===== src/rtl/rvv_backend_retire_vd_merge_pkg.sv =====
// Shared types for the retire-side vd merge block: per-byte type encoding and merge FSM states.
package rvv_backend_retire_vd_merge_pkg;

  localparam int unsigned VLENB = 16;

  typedef enum logic [1:0] {
    TAIL          = 2'd0,
    NOT_CHANGE    = 2'd1,
    BODY_INACTIVE = 2'd2,
    BODY_ACTIVE   = 2'd3
  } BYTE_TYPE_t;

  typedef enum logic [1:0] {
    IDLE  = 2'd0,
    ACCUM = 2'd1,
    OUT   = 2'd2
  } MERGE_STATE_e;

endpackage


===== src/rtl/rvv_backend_retire_vd_merge_if.sv =====
// Uop request and VRF write-back bundle for the vd merge block.
interface rvv_backend_retire_vd_merge_if #(
  parameter int unsigned VLENB           = rvv_backend_retire_vd_merge_pkg::VLENB,
  parameter int unsigned UOP_INDEX_WIDTH = 3
);
  logic                       uop_valid;
  logic                       uop_ready;
  logic [4:0]                 uop_vd_addr;
  logic [UOP_INDEX_WIDTH-1:0] uop_index;
  logic                       uop_last;
  logic [VLENB*8-1:0]         uop_res_data;
  logic [VLENB-1:0]           uop_res_strobe;
  logic [VLENB*2-1:0]         uop_vd_type;
  logic [VLENB*8-1:0]         uop_old_data;
  logic                       uop_vta;
  logic                       uop_vma;
  logic                       wb_valid;
  logic                       wb_ready;
  logic [4:0]                 wb_vd_addr;
  logic [VLENB*8-1:0]         wb_data;
  logic [VLENB-1:0]           wb_strobe;
  logic                       merge_err;

  modport master (
    output uop_valid, uop_vd_addr, uop_index, uop_last, uop_res_data, uop_res_strobe,
           uop_vd_type, uop_old_data, uop_vta, uop_vma, wb_ready,
    input  uop_ready, wb_valid, wb_vd_addr, wb_data, wb_strobe, merge_err
  );

  modport slave (
    input  uop_valid, uop_vd_addr, uop_index, uop_last, uop_res_data, uop_res_strobe,
           uop_vd_type, uop_old_data, uop_vta, uop_vma, wb_ready,
    output uop_ready, wb_valid, wb_vd_addr, wb_data, wb_strobe, merge_err
  );
endinterface


===== src/rtl/rvv_backend_retire_byte_merge.sv =====
// Per-byte commit select: collected result, old vd byte or agnostic fill, plus write strobe.
module rvv_backend_retire_byte_merge
  import rvv_backend_retire_vd_merge_pkg::*;
(
  input  logic       written,
  input  logic [7:0] acc_byte,
  input  logic [7:0] old_byte,
  input  BYTE_TYPE_t byte_type,
  input  logic       vta,
  input  logic       vma,
  output logic [7:0] data,
  output logic       strobe
);

  // Tail and not-change bytes never take the collected result, whatever the strobe said.
  always_comb begin
    data   = old_byte;
    strobe = 1'b1;
    case (byte_type)
      BODY_ACTIVE:   data = written ? acc_byte : old_byte;
      BODY_INACTIVE: data = written ? acc_byte : (vma ? 8'hFF : old_byte);
      TAIL:          data = vta ? 8'hFF : old_byte;
      NOT_CHANGE:    strobe = 1'b0;
      default:       data = old_byte;
    endcase
  end

endmodule


===== src/rtl/rvv_backend_retire_vd_merge.sv =====
// Collects uop results for one vd and emits a single merged VRF write.
// Optional: RVV_VD_MERGE_BACK2BACK_EN lets a new uop be accepted in the cycle the write drains.
module rvv_backend_retire_vd_merge
  import rvv_backend_retire_vd_merge_pkg::*;
#(
  parameter int unsigned VLENB           = 16,
  parameter int unsigned UOP_INDEX_WIDTH = 3,
  parameter int unsigned MAX_UOPS_PER_VD = 4
) (
  input logic                           clk,
  input logic                           rst,
  rvv_backend_retire_vd_merge_if.slave  bus
);

  localparam int unsigned CNT_W = $clog2(MAX_UOPS_PER_VD + 1);

  MERGE_STATE_e       state, state_nxt;
  logic [4:0]         vd_addr_q;
  logic [VLENB*8-1:0] acc;
  logic [VLENB-1:0]   wr_mask;
  logic [CNT_W-1:0]   uop_cnt;
  logic [4:0]         wb_vd_addr_q;
  logic [VLENB*8-1:0] wb_data_q;
  logic [VLENB-1:0]   wb_strobe_q;
  logic               merge_err_q;

  logic               accept, grp_open, addr_mismatch, overflow, commit;
  logic [VLENB*8-1:0] acc_merged, data_merged;
  logic [VLENB-1:0]   mask_merged, strobe_merged;
  logic               unused_index;

  assign unused_index  = ^bus.uop_index;
  assign accept        = bus.uop_valid & bus.uop_ready;
  assign grp_open      = (state == ACCUM);
  assign addr_mismatch = grp_open & (bus.uop_vd_addr != vd_addr_q);
  assign overflow      = grp_open & (uop_cnt == CNT_W'(MAX_UOPS_PER_VD)) & ~bus.uop_last;
  assign commit        = accept & (bus.uop_last | overflow);

  always_comb begin
    acc_merged  = acc;
    mask_merged = (grp_open ? wr_mask : '0) | bus.uop_res_strobe;
    for (int unsigned b = 0; b < VLENB; b++) begin
      if (bus.uop_res_strobe[b]) acc_merged[b*8 +: 8] = bus.uop_res_data[b*8 +: 8];
    end
  end

  for (genvar b = 0; b < VLENB; b++) begin : g_byte
    rvv_backend_retire_byte_merge u_byte (
      .written   (mask_merged[b]),
      .acc_byte  (acc_merged[b*8 +: 8]),
      .old_byte  (bus.uop_old_data[b*8 +: 8]),
      .byte_type (BYTE_TYPE_t'(bus.uop_vd_type[b*2 +: 2])),
      .vta       (bus.uop_vta),
      .vma       (bus.uop_vma),
      .data      (data_merged[b*8 +: 8]),
      .strobe    (strobe_merged[b])
    );
  end

  always_ff @(posedge clk) begin
    if (rst) state <= IDLE;
    else     state <= state_nxt;
  end

  // A drain with a simultaneous accept starts the new group straight from OUT.
  always_comb begin
    state_nxt = state;
    case (state)
      IDLE, ACCUM: if (accept) state_nxt = commit ? OUT : ACCUM;
      OUT:         if (bus.wb_ready) state_nxt = accept ? (commit ? OUT : ACCUM) : IDLE;
      default:     state_nxt = IDLE;
    endcase
  end

  always_comb begin
`ifdef RVV_VD_MERGE_BACK2BACK_EN
    bus.uop_ready = (state != OUT) | bus.wb_ready;
`else
    bus.uop_ready = (state != OUT);
`endif
    bus.wb_valid  = (state == OUT);
  end

  // Group bookkeeping is cleared at commit; it is ignored outside ACCUM, so this matches clearing on drain.
  always_ff @(posedge clk) begin
    if (rst) begin
      vd_addr_q    <= '0;
      acc          <= '0;
      wr_mask      <= '0;
      uop_cnt      <= '0;
      wb_vd_addr_q <= '0;
      wb_data_q    <= '0;
      wb_strobe_q  <= '0;
      merge_err_q  <= 1'b0;
    end else begin
      if (commit) begin
        wr_mask      <= '0;
        uop_cnt      <= '0;
        wb_vd_addr_q <= grp_open ? vd_addr_q : bus.uop_vd_addr;
        wb_data_q    <= data_merged;
        wb_strobe_q  <= strobe_merged;
      end else if (accept) begin
        acc     <= acc_merged;
        wr_mask <= mask_merged;
        uop_cnt <= grp_open ? uop_cnt + CNT_W'(1) : CNT_W'(1);
        if (!grp_open) vd_addr_q <= bus.uop_vd_addr;
      end
      if (accept && (addr_mismatch || overflow)) merge_err_q <= 1'b1;
    end
  end

  assign bus.wb_vd_addr = wb_vd_addr_q;
  assign bus.wb_data    = wb_data_q;
  assign bus.wb_strobe  = wb_strobe_q;
  assign bus.merge_err  = merge_err_q;

endmodule

===== src/flat_wrapper.sv =====
// flat-port wrapper written by rule: the top's interface ports become plain ports
module rvv_backend_retire_vd_merge_flat import rvv_backend_retire_vd_merge_pkg::*;
#(
  parameter int unsigned VLENB           = 16,
  parameter int unsigned UOP_INDEX_WIDTH = 3,
  parameter int unsigned MAX_UOPS_PER_VD = 4
)
  (clk, rst, bus_uop_valid, bus_uop_vd_addr, bus_uop_index, bus_uop_last, bus_uop_res_data, bus_uop_res_strobe, bus_uop_vd_type, bus_uop_old_data, bus_uop_vta, bus_uop_vma, bus_wb_ready, bus_uop_ready, bus_wb_valid, bus_wb_vd_addr, bus_wb_data, bus_wb_strobe, bus_merge_err);
  rvv_backend_retire_vd_merge_if #(.VLENB(VLENB), .UOP_INDEX_WIDTH(UOP_INDEX_WIDTH)) bus_i ();
  input logic clk;
  input logic rst;
  input wire logic [$bits(bus_i.uop_valid)-1:0] bus_uop_valid;
  input wire logic [$bits(bus_i.uop_vd_addr)-1:0] bus_uop_vd_addr;
  input wire logic [$bits(bus_i.uop_index)-1:0] bus_uop_index;
  input wire logic [$bits(bus_i.uop_last)-1:0] bus_uop_last;
  input wire logic [$bits(bus_i.uop_res_data)-1:0] bus_uop_res_data;
  input wire logic [$bits(bus_i.uop_res_strobe)-1:0] bus_uop_res_strobe;
  input wire logic [$bits(bus_i.uop_vd_type)-1:0] bus_uop_vd_type;
  input wire logic [$bits(bus_i.uop_old_data)-1:0] bus_uop_old_data;
  input wire logic [$bits(bus_i.uop_vta)-1:0] bus_uop_vta;
  input wire logic [$bits(bus_i.uop_vma)-1:0] bus_uop_vma;
  input wire logic [$bits(bus_i.wb_ready)-1:0] bus_wb_ready;
  output wire logic [$bits(bus_i.uop_ready)-1:0] bus_uop_ready;
  output wire logic [$bits(bus_i.wb_valid)-1:0] bus_wb_valid;
  output wire logic [$bits(bus_i.wb_vd_addr)-1:0] bus_wb_vd_addr;
  output wire logic [$bits(bus_i.wb_data)-1:0] bus_wb_data;
  output wire logic [$bits(bus_i.wb_strobe)-1:0] bus_wb_strobe;
  output wire logic [$bits(bus_i.merge_err)-1:0] bus_merge_err;
  assign bus_i.uop_valid = bus_uop_valid;
  assign bus_i.uop_vd_addr = bus_uop_vd_addr;
  assign bus_i.uop_index = bus_uop_index;
  assign bus_i.uop_last = bus_uop_last;
  assign bus_i.uop_res_data = bus_uop_res_data;
  assign bus_i.uop_res_strobe = bus_uop_res_strobe;
  assign bus_i.uop_vd_type = bus_uop_vd_type;
  assign bus_i.uop_old_data = bus_uop_old_data;
  assign bus_i.uop_vta = bus_uop_vta;
  assign bus_i.uop_vma = bus_uop_vma;
  assign bus_i.wb_ready = bus_wb_ready;
  assign bus_uop_ready = bus_i.uop_ready;
  assign bus_wb_valid = bus_i.wb_valid;
  assign bus_wb_vd_addr = bus_i.wb_vd_addr;
  assign bus_wb_data = bus_i.wb_data;
  assign bus_wb_strobe = bus_i.wb_strobe;
  assign bus_merge_err = bus_i.merge_err;
  rvv_backend_retire_vd_merge #(.VLENB(VLENB), .UOP_INDEX_WIDTH(UOP_INDEX_WIDTH), .MAX_UOPS_PER_VD(MAX_UOPS_PER_VD)) u_core (.clk(clk), .rst(rst), .bus(bus_i));
endmodule

===== config.mk =====
export PLATFORM = sky130hd
export DESIGN_NAME = rvv_backend_retire_vd_merge_flat
export DESIGN_NICKNAME = d
export VERILOG_FILES = /design/src/rtl/rvv_backend_retire_vd_merge_pkg.sv /design/src/rtl/rvv_backend_retire_vd_merge_if.sv /design/src/rtl/rvv_backend_retire_byte_merge.sv /design/src/rtl/rvv_backend_retire_vd_merge.sv /design/src/flat_wrapper.sv
export SDC_FILE = /design/constraint.sdc
export NUM_CORES = 1
export LEC_CHECK = 0
export CORE_MARGIN = 5
export CORE_UTILIZATION = 50
export CTS_CLUSTER_DIAMETER = 60
export DETAILED_ROUTE_END_ITERATION = 8
export GPL_TIMING_DRIVEN = 0
export PLACE_DENSITY = 0.89
export SLEW_MARGIN = 20
export SYNTH_ARGS = -nofsm -noshare
export SYNTH_HDL_FRONTEND = slang
export SYNTH_SLANG_ARGS = --single-unit

===== constraint.sdc =====
create_clock -name clk -period 2.1 [get_ports clk]
set_input_delay 0.42 -clock clk [delete_from_list [all_inputs] [get_ports clk]]
set_output_delay 0.42 -clock clk [all_outputs]
set_load 0.02 [all_outputs]

==> impl_metrics.env <==
export IMPL_run_status="finished clean"
export IMPL_hold_path_depth=3
export IMPL_startpoint="u_core.uop_cnt[1]$_SDFFE_PP0P_"
export IMPL_globalRouteOverflowTotal=0
export IMPL_power_ir_vdd_worst_uv=579
export IMPL_critical_path_peak_fanout=10
export IMPL_netlist_area_pre_place_um2=17600
export IMPL_cp_arrival_ns=2.46
export IMPL_timing_rr_start="u_core.uop_cnt[1]$_SDFFE_PP0P_"
export IMPL_count_of_vias_placed_by_the_detailed_router=17600
export IMPL_grt_first_pass_wirelength_mm=103
export IMPL_wirelength_mm=68.7
export IMPL_synth_cell_type_count=53
export IMPL_cts_hold_repair_buffers=0
export IMPL_routability_cong=0.972
export IMPL_ys_flop_type="sky130_fd_sc_hd__dfxtp_1"
export IMPL_synth_async_reset_ratio=0
export IMPL_dp_worst_setup_slack_ns=-0.974
export IMPL_cts_tree="built"
export IMPL_synth_top_cells_by_area="sky130_fd_sc_hd__dfxtp_1, sky130_fd_sc_hd__mux2i_1, sky130_fd_sc_hd__nand3b_1"
export IMPL_design_core_area_um2=34700
export IMPL_antenna_violating_nets_post_route=0
export IMPL_cpPeakStageDelay_ns=0.43
export IMPL_total_chip_power_mw=17.1
export IMPL_r2r_worst_path_cells=7
export IMPL_final_setup_vio_count=0
export IMPL_wire_per_inst_um=23.8
export IMPL_cts_num_sinks=304
export IMPL_cts_clock_pin_slew_for_the_worst_setup_and_hold_paths_ns=0.06
export IMPL_post_route_worst_setup_slack_ns=0.0404
export IMPL_utilization=0.703
export IMPL_final_setup_skew_ns=0.0108
export IMPL_layoutNonFillerInstCount=2886
export IMPL_cts_made_buffers=37
export IMPL_layout_drive_gt1_share=0.116
export IMPL_clockRootBuffer="sky130_fd_sc_hd__clkbuf_16"
export IMPL_hpwl_mm=51.0
export IMPL_p_per_area_nw_per_um2=698
export IMPL_cp_top_family="compound AO/OA/AOI/OAI gates"
export IMPL_route_detailed_drc=0
export IMPL_nFillCells=2549
export IMPL_area_growth_synth_to_final_pct=38.4
export IMPL_timing_critical_path_cells="inv_1, ha_2, nand4b_1, a31oi_4, buf_2, nor2_1, a311oi_1"
export IMPL_timing_critical_path_to="u_core.bus.wb_strobe[12]$_SDFFE_PP0P_"
export IMPL_power_static_leakage_nw=9.86
export IMPL_finalSetupTns_ns=0
export IMPL_final_cell_area_um2=24400
export IMPL_sequential_cell_area_um2=6090
export IMPL_most_used_cells_in_the_layout_excluding_fill_and_tap_cells="sky130_fd_sc_hd__clkdlybuf4s50_1, sky130_fd_sc_hd__dfxtp_1, sky130_fd_sc_hd__mux2i_1"
export IMPL_syn_num_nets=2226
export IMPL_start_to_end_type_of_the_worst_setup_path="flip-flop to flip-flop"
export IMPL_rrSetupSlack_ns=0.04
export IMPL_worstSkewPairLatency_ns=0.51
export IMPL_cp_num_buf_inv=2
export IMPL_ys_warnings_count=0
export IMPL_critical_path_slowest_cell="sky130_fd_sc_hd__buf_2"
export IMPL_synth_avg_cell_area_um2=9.26
export IMPL_grt_start_max_net_pins=13
export IMPL_rows=68
export IMPL_layout_commonest_cell="sky130_fd_sc_hd__clkdlybuf4s50_1"
export IMPL_buffer_ports_inserted=443
export IMPL_post_dp_cell_area_um2=22600
export IMPL_drt_pass1_iter_count=5
export IMPL_unrepaired_setup_endpoints_after_global_routing="yes"
export IMPL_timing_worst_slew_pin_value_ns=0.877
export IMPL_crit_path_start_kind="flip-flop"
export IMPL_die_area_um2=39100
export IMPL_worstSetupEndpointType="flip-flop"
export IMPL_final_cycle_share=0.981
export IMPL_min_path_type="input pin to flip-flop"
export IMPL_synthDominantAreaCellType="sky130_fd_sc_hd__dfxtp_1"
export IMPL_yosysSeqAreaShare=0.345
export IMPL_groute_usage_overall=0.329
export IMPL_nets=2718
export IMPL_path_depth=7
export IMPL_timing_final_crit_period_ns=2.06
export IMPL_number_of_antenna_violations_at_the_first_check_in_global_routing=12
export IMPL_die_width_um=198
export IMPL_netlist_area_leader_share=0.345
export IMPL_maxSlewViolCount=0
export IMPL_post_drt_via_cell_ratio=6.11
export IMPL_first_global_vias=17900
export IMPL_initial_utilization=0.508
export IMPL_synth_enable_flop_cells=0
export IMPL_clock_path_buffers=3
export IMPL_hold_viol=0
export IMPL_slew_headroom=0.415
export IMPL_io_pin_count=471
export IMPL_max_freq_mhz=486
export IMPL_postSynthRegisterBits=304
export IMPL_placedCellCount=2803
export IMPL_hold_slack_ns=0.349
export IMPL_drv_max_cap_violation_count=0
export IMPL_syn_instance_count=1905
export IMPL_multi_input_comb_area_um2=10800
export IMPL_data_required_time_at_the_worst_endpoint_ns=2.50
export IMPL_dr_first_iter_drc_count=1432
export IMPL_die_height_um=198
export IMPL_ff_to_ff_end="u_core.bus.wb_strobe[12]$_SDFFE_PP0P_"
export IMPL_maximum_level_of_the_cts_h_tree=2
==> report_power, final <==
part | switching [mW] | total (mW) | internal [mW]
Combinational | 2.08 | 3.88 | 1.80
Clock | 2.58 | 6.81 | 4.23
Sequential | 0.228 | 6.36 | 6.14
Total | 4.89 | 17.1 | 12.2
==> registers in the layout (all words and copies together) (netlist names) <==
name	cells
u_core.acc	128
u_core.bus.merge_err	1
u_core.bus.wb_data	128
u_core.bus.wb_strobe	16
u_core.bus.wb_vd_addr	5
u_core.state	2
u_core.uop_cnt	3
u_core.vd_addr_q	5
u_core.wr_mask	16
==> cell usage after synthesis, types with 20 or more instances <==
master,number
sky130_fd_sc_hd__inv_1,42
sky130_fd_sc_hd__nand3b_1,224
sky130_fd_sc_hd__nand2_1,130
sky130_fd_sc_hd__buf_1,20
sky130_fd_sc_hd__clkbuf_1,97
sky130_fd_sc_hd__mux2i_1,296
sky130_fd_sc_hd__nand2b_1,136
sky130_fd_sc_hd__a211oi_1,71
sky130_fd_sc_hd__o41ai_2,77
sky130_fd_sc_hd__nor2_1,210
sky130_fd_sc_hd__buf_2,34
sky130_fd_sc_hd__o41ai_1,35
sky130_fd_sc_hd__dfxtp_1,304
==> cell families (layout without fill, tap and decap cells) <==
kind of cell    Yosys count  after routing  share of synthesized area
flops                   304            304                      0.345
mux                     304            304                      0.173
simple gates            755            755                      0.236
other cells               0              9                          0
fa+ha+maj                 2              2                    0.00142
compound gates          321            321                      0.189
xor+xnor                  6              6                    0.00298
buf+inv                 213            730                     0.0518
==> worst min-delay path by stage <==
| stage | end | startpoint |
|---|---|---|
| final | u_core.bus.wb_strobe[4]$_SDFFE_PP0P_ | bus_uop_vd_type[9] |
| after global routing | u_core.bus.wb_strobe[9]$_SDFFE_PP0P_ | bus_uop_vd_type[19] |
| after CTS | u_core.bus.wb_strobe[9]$_SDFFE_PP0P_ | bus_uop_vd_type[19] |
| after detailed placement | u_core.bus.wb_data[31]$_SDFFE_PP0P_ | u_core.bus.wb_data[31]$_SDFFE_PP0P_ |
| after global placement | u_core.bus.wb_data[31]$_SDFFE_PP0P_ | u_core.bus.wb_data[31]$_SDFFE_PP0P_ |
| after floorplan | u_core.acc[103]$_SDFFE_PP0P_ | u_core.acc[103]$_SDFFE_PP0P_ |
==> area by class of cell <==
type / instances / share of cell area
clock buffers: 52 / 0.0447
diodes: 9 / 0.000923
inverters: 44 / 0.00677
well taps: 455 / 0.0233
clock inverters: 12 / 0.00784
plain buffers: 168 / 0.0367
flip-flops and latches: 304 / 0.249
multi-input cells: 1388 / 0.444
repair buffers: 454 / 0.186
==> per-layer routing <==
| metal | up-vias | wire [µm] | global-route usage |
|---|---|---|---|
| met3 | 263 | 6780 | 0.0817 |
| li1 | 7899 | - | - |
| met4 | 8 | 3890 | 0.159 |
| met2 | 1052 | 32100 | 0.552 |
| met5 | - | 39 | 0 |
| met1 | 8420 | 25800 | 0.394 |
==> tightest hold or removal path: stages <==
cell and delay, ns:
sky130_fd_sc_hd__clkbuf_1 0.19, sky130_fd_sc_hd__inv_1 0.12, sky130_fd_sc_hd__a311oi_1 0.08
==> repair_timing <==
item	CTS	global route
endpoints found under the setup margin	298	253
buffers inserted	5	6
resized for setup	61	56
pin swaps	1	5
Note: power is estimated with default switching activity, not from simulation.
